## src/rtl/btn_evt_pkg.sv

```systemverilog
// Shared state encodings and constants for the button event arbiter.
package btn_evt_pkg;

  typedef enum logic [1:0] {
    F_IDLE  = 2'd0,
    F_COUNT = 2'd1,
    F_HELD  = 2'd2
  } filt_state_e;

  typedef enum logic {
    A_IDLE  = 1'b0,
    A_OFFER = 1'b1
  } arb_state_e;

  localparam logic [7:0] DROP_MAX = 8'd255;

endpackage

```

## src/rtl/btn_hold_filter.sv

```systemverilog
// Hold filter for one button: emits a single-cycle pulse once the button has
// been sampled high HOLD_CYC times in a row, then waits for release.
module btn_hold_filter
  import btn_evt_pkg::*;
#(
  parameter int HOLD_CYC = 3
) (
  input  logic clk,
  input  logic rst,
  input  logic btn,
  output logic pulse
);

  localparam int CNT_W = (HOLD_CYC < 2) ? 1 : $clog2(HOLD_CYC);
  localparam logic [CNT_W-1:0] CNT_LAST = CNT_W'(HOLD_CYC - 1);

  filt_state_e      state_q, state_d;
  logic [CNT_W-1:0] cnt_q, cnt_d;
  logic             pulse_q, pulse_d;

  always_comb begin
    state_d = state_q;
    cnt_d   = cnt_q;
    pulse_d = 1'b0;
    case (state_q)
      F_IDLE: begin
        if (btn) begin
          if (HOLD_CYC == 1) begin
            pulse_d = 1'b1;
            state_d = F_HELD;
          end else begin
            cnt_d   = CNT_W'(1);
            state_d = F_COUNT;
          end
        end
      end
      F_COUNT: begin
        if (!btn) begin
          state_d = F_IDLE;
          cnt_d   = '0;
        end else if (cnt_q == CNT_LAST) begin
          pulse_d = 1'b1;
          state_d = F_HELD;
          cnt_d   = '0;
        end else begin
          cnt_d = cnt_q + CNT_W'(1);
        end
      end
      F_HELD: begin
        if (!btn) state_d = F_IDLE;
      end
      default: state_d = F_IDLE;
    endcase
  end

  always_ff @(posedge clk) begin
    if (rst) begin
      state_q <= F_IDLE;
      cnt_q   <= '0;
      pulse_q <= 1'b0;
    end else begin
      state_q <= state_d;
      cnt_q   <= cnt_d;
      pulse_q <= pulse_d;
    end
  end

  assign pulse = pulse_q;

endmodule

```

## src/rtl/btn_event_arbiter.sv

```systemverilog
// Filters N_BTN buttons, latches accepted presses as sticky requests and
// serialises them round-robin onto a valid/ready event port.
module btn_event_arbiter
  import btn_evt_pkg::*;
#(
  parameter int N_BTN    = 4,
  parameter int HOLD_CYC = 3,
  parameter int ID_W     = 2
) (
  input  logic             clk,
  input  logic             rst,
  input  logic [N_BTN-1:0] btn,
  output logic             evt_valid,
  input  logic             evt_ready,
  output logic [ID_W-1:0]  evt_id,
  output logic [N_BTN-1:0] pending,
  output logic [7:0]       drop_cnt
);

  logic [N_BTN-1:0] pulse;

  generate
    for (genvar gi = 0; gi < N_BTN; gi++) begin : g_filt
      btn_hold_filter #(.HOLD_CYC(HOLD_CYC)) u_filt (
        .clk   (clk),
        .rst   (rst),
        .btn   (btn[gi]),
        .pulse (pulse[gi])
      );
    end
  endgenerate

  arb_state_e       arb_q, arb_d;
  logic             valid_q, valid_d;
  logic [ID_W-1:0]  id_q, id_d;
  logic [ID_W-1:0]  ptr_q, ptr_d;
  logic [N_BTN-1:0] pending_q, pending_d;
  logic [7:0]       drop_q, drop_d;

  logic             hs;
  logic [N_BTN-1:0] clr;
  logic [N_BTN-1:0] lost;
  logic             found;
  logic [ID_W-1:0]  sel;
  int               idx;

  // A pulse landing on the clear edge of the same button wins: the new press is kept.
  always_comb begin
    hs = (arb_q == A_OFFER) && evt_ready;
    clr = '0;
    if (hs) clr[id_q] = 1'b1;
    lost      = pulse & pending_q & ~clr;
    pending_d = (pending_q & ~clr) | pulse;
    drop_d    = drop_q;
    if ((|lost) && (drop_q != DROP_MAX)) drop_d = drop_q + 8'd1;
  end

  always_comb begin
    found = 1'b0;
    sel   = '0;
    idx   = 0;
    for (int k = 0; k < N_BTN; k++) begin
      idx = int'(ptr_q) + k;
      if (idx >= N_BTN) idx = idx - N_BTN;
      if (!found && pending_q[idx]) begin
        found = 1'b1;
        sel   = ID_W'(idx);
      end
    end
  end

  always_comb begin
    arb_d   = arb_q;
    valid_d = valid_q;
    id_d    = id_q;
    ptr_d   = ptr_q;
    case (arb_q)
      A_IDLE: begin
        if (found) begin
          id_d    = sel;
          valid_d = 1'b1;
          arb_d   = A_OFFER;
        end
      end
      A_OFFER: begin
        if (evt_ready) begin
          valid_d = 1'b0;
          arb_d   = A_IDLE;
          ptr_d   = (id_q == ID_W'(N_BTN - 1)) ? '0 : id_q + ID_W'(1);
        end
      end
      default: arb_d = A_IDLE;
    endcase
  end

  always_ff @(posedge clk) begin
    if (rst) begin
      arb_q     <= A_IDLE;
      valid_q   <= 1'b0;
      id_q      <= '0;
      ptr_q     <= '0;
      pending_q <= '0;
      drop_q    <= '0;
    end else begin
      arb_q     <= arb_d;
      valid_q   <= valid_d;
      id_q      <= id_d;
      ptr_q     <= ptr_d;
      pending_q <= pending_d;
      drop_q    <= drop_d;
    end
  end

  assign evt_valid = valid_q;
  assign evt_id    = id_q;
  assign pending   = pending_q;
  assign drop_cnt  = drop_q;

endmodule
```

## config.mk

```make
export PLATFORM = sky130hd
export DESIGN_NAME = btn_event_arbiter
export DESIGN_NICKNAME = d
export VERILOG_FILES = /design/src/rtl/btn_evt_pkg.sv /design/src/rtl/btn_hold_filter.sv /design/src/rtl/btn_event_arbiter.sv
export SDC_FILE = /design/constraint.sdc
export NUM_CORES = 1
export LEC_CHECK = 0
export ABC_AREA = 1
export ABC_CLOCK_PERIOD_IN_PS = 1550
export BUFFER_PORTS_ARGS = -buffer_cell sky130_fd_sc_hd__buf_2
export CELL_PAD_IN_SITES_DETAIL_PLACEMENT = 0
export CELL_PAD_IN_SITES_GLOBAL_PLACEMENT = 1
export CORE_ASPECT_RATIO = 0.9
export CORE_MARGIN = 5
export CORE_UTILIZATION = 35
export CTS_CLUSTER_DIAMETER = 100
export DETAILED_ROUTE_END_ITERATION = 8
export GPL_TIMING_DRIVEN = 1
export PLACE_DENSITY_LB_ADDON = 0.1
export SETUP_SLACK_MARGIN = 0.3
export SYNTH_ARGS = -nofsm -noshare
export SYNTH_HDL_FRONTEND = slang
export SYNTH_HIERARCHICAL = 1
export SYNTH_SLANG_ARGS = --single-unit
```

## constraint.sdc

```tcl
create_clock -name clk -period 1.55 [get_ports clk]
set_input_delay 0.0775 -clock clk [delete_from_list [all_inputs] [get_ports clk]]
set_output_delay 0.0775 -clock clk [all_outputs]
set_load 0.02 [all_outputs]
```

==> metrics.cfg <==
[run_status]
status=completed

[timing]
min_period_ns=1.422
setup_viol=0
setup_tns_ns=0
finalCritPeriodShare=0.9173
hold_viol=0
fmax_ghz=0.7033
rsz0062_at_grt=true
drv_slew=0
max_slew.worst_pin.slew_ns=0.2142
slew_headroom=0.8571
final.setup_skew_ns=0.007635

[setup_path]
crit_required_ns=1.72
end_kind=flip-flop
crit_path_frequent_cell=inv_2
slowest_delay_ns=0.39
crit_type=reg -> reg
cp_slowest_cell=dfxtp_4
r2r.worst_path.cells=10
worstPathCellList=ha_4 -> inv_2 -> o21ai_4 -> o21ai_2 -> inv_2 -> nand3_4 -> nand2_4 -> inv_2 -> nor2_2 -> nor2_1
path_max_fanout=8
arrival_ns=1.60
start_kind=flip-flop

[drt]
drcViolationCount=0
routed_wl_um=4360
drt_iter0_drc=33
vias=1843
wl_per_cell_um=10.74
via_per_inst=4.539
drtAntennaViolNets=0
drt_first_pass_iters=4

[grt]
grtUsageTotal=0.1213
overflow=0
grt_pass1_wl_um=7486
grt_max_degree=16
grt_pass1_vias=1709
antenna_found_initial=0

[die]
core.rowCount=26
die_area_um2=7359
die_x_um=89.87
io_pins=22
coreArea_um2=5628
initial_utilization=0.3570
dieHeight_um=81.88

[clock_tree]
ctsRootBufferMaster=clkbuf_8
htreeDepth=2
insertion_delay_ns=0.28
numCtsBuffers=5
cts_buffer_depth=2
clk_transition_reported_paths_ns=0.07
cts_sinks=38
postCtsHoldBufs=0
tritoncts=built

[layout]
nFillCells=602
drive_gt1_frac=0.3661
final_core_util=0.4660
n_antenna_cell=0
fin_area_um2=2623
finalNetCount=348
syn_to_final_growth_pct=30.51

[placement]
dp_hpwl_um=3251
port_buffers=21
gp_congestion=0.7530
post_dp_cell_area_um2=2320

[hold_path]
hp-class=in -> reg
worstHoldPathCells=3

[power]
comb_power_share=0.291
swShare=0.3402
switchingPower_uw=893.1
powerDensity_nw_per_um2=1001
p_seq_frac=0.450
p_leak_uw=0.001205
internal_power_uw=1732
pwr-share-clk=0.259
ir_drop_mv=0.5324

[synth]
syn-instance-count=295
syn_area_um2=2009
syn_area_per_cell_um2=6.812
yosysSeqAreaShare=0.3786
syn-num-nets=307
ys_ff_latch=38
ys_warn_count=6
synth.distinct_cells=26

[run]
cap_violations=0

[cells in the final DEF, fill, tap and decap left out, drive strengths merged]
cell    Yosys  layout
o22ai       1       1
o21bai      1       1
nor3        5       5
nand4       2       2
xnor2       2       2
nand3b      1       1
buf         1      35
nand3      30      30
dfxtp      38      38
xor2        4       4
o21ai      12      12
clkbuf      1       7
ha          5       5
nand2      85      86
a21oi      15      15
inv        48      48
nor2       44      44
[routing by layer]
metal,wire length [um],share of wire,vias up,GRT usage
li1,-,-,1004,-
met1,2235,0.51,811,0.1518
met2,1910,0.44,23,0.2083
met3,167,0.038,5,0.03022
met4,47,0.011,0,0.03571
met5,0,0,-,0
[state kept, by name, indices dropped and copies added, names as in the netlist]
name	flops
arb_q	1
drop_cnt	8
evt_id	2
evt_valid	1
g_filt.u_filt/cnt_q	8
g_filt.u_filt/pulse	4
g_filt.u_filt/state_q	8
pending	4
ptr_q	2
[kinds of logic (layout without fill, tap and decap cells)]
| kind of cell | after synthesis | after routing | share of synthesized area |
|---|---|---|---|
| AO/OA/AOI/OAI | 29 | 29 | 0.07597 |
| adder cells (fa/ha/maj) | 5 | 5 | 0.03113 |
| buffers and inverters | 50 | 90 | 0.09963 |
| flip-flops | 38 | 38 | 0.3786 |
| AND/OR/NAND/NOR | 167 | 168 | 0.3885 |
| XOR/XNOR | 6 | 6 | 0.02615 |
[power by group through the flow]
stage	sequential, uW	combinational [uW]	clock [uW]
after global routing	1200	872	750
after CTS	1180	656	712
after detailed placement	1200	652	0
after floorplan	1210	486	0
final	1180	765	679
after global placement	1200	655	0
[cell type report]
| type | instances | area, um^2 | share of cell area |
|---|---|---|---|
| Inverter | 48 | 192.7 | 0.07347 |
| Timing Repair Buffer | 35 | 210.2 | 0.08015 |
| Tap cell | 70 | 87.58 | 0.03340 |
| Multi-Input combinational cell | 208 | 1252 | 0.4776 |
| Sequential cell | 38 | 793.3 | 0.3025 |
| Clock buffer | 7 | 86.33 | 0.03292 |
[worst max-delay path: cells and delay by family, from the launching register on]
kind                       cells  cell delay (ns)
and+or+nand+nor                4             0.38
adders and majority gates      1             0.13
DFF                            1             0.39
AOI/OAI and AO/OA              2             0.24
buffers and inverters          3             0.16
[synthesized netlist by cell type (all sizes together)]
cell type	n	share of area
a21oi	15	0.039
nand2	85	0.19
xor2	4	0.017
ha	5	0.031
buf	1	0.0056
nand3b	1	0.0037
nor2	44	0.090
o22ai	1	0.0031
nand4	2	0.0062
o21bai	1	0.0037
xnor2	2	0.0087
nor3	5	0.012
inv	48	0.092
nand3	30	0.088
clkbuf	1	0.0019
dfxtp	38	0.38
o21ai	12	0.030
[what timing repair did]
action	CTS	global route
setup endpoints to repair	12	12
pin swaps	5	14
resized for setup	5	33
gates cloned	1	0
endpoints found under the hold margin	0	0
setup buffers	4	6
[through the flow]
step                      setup WS, ns  cells  total power [uW]  hold slack [ns]
after floorplan                 0.2353    295              1701           0.1568
after global placement          0.1102    388              1854           0.3856
after detailed placement        0.1480    388              1851           0.3937
after CTS                       0.1700    400              2545          0.09241
after global routing           0.02627    406              2820           0.1128
final                           0.1282    406              2625          0.09963
[worst paths after layout]
kind	startpoint	endpoint	slack (ns)
worst min-delay path	btn[0]	g_filt[0].u_filt/state_q[1]	0.1
worst max register to register	evt_id[1]	drop_cnt[1]	0.13
worst min register to register	evt_valid	evt_valid	0.48
worst max-delay path	evt_id[1]	drop_cnt[1]	0.13
(Power assumes the default switching activity.)
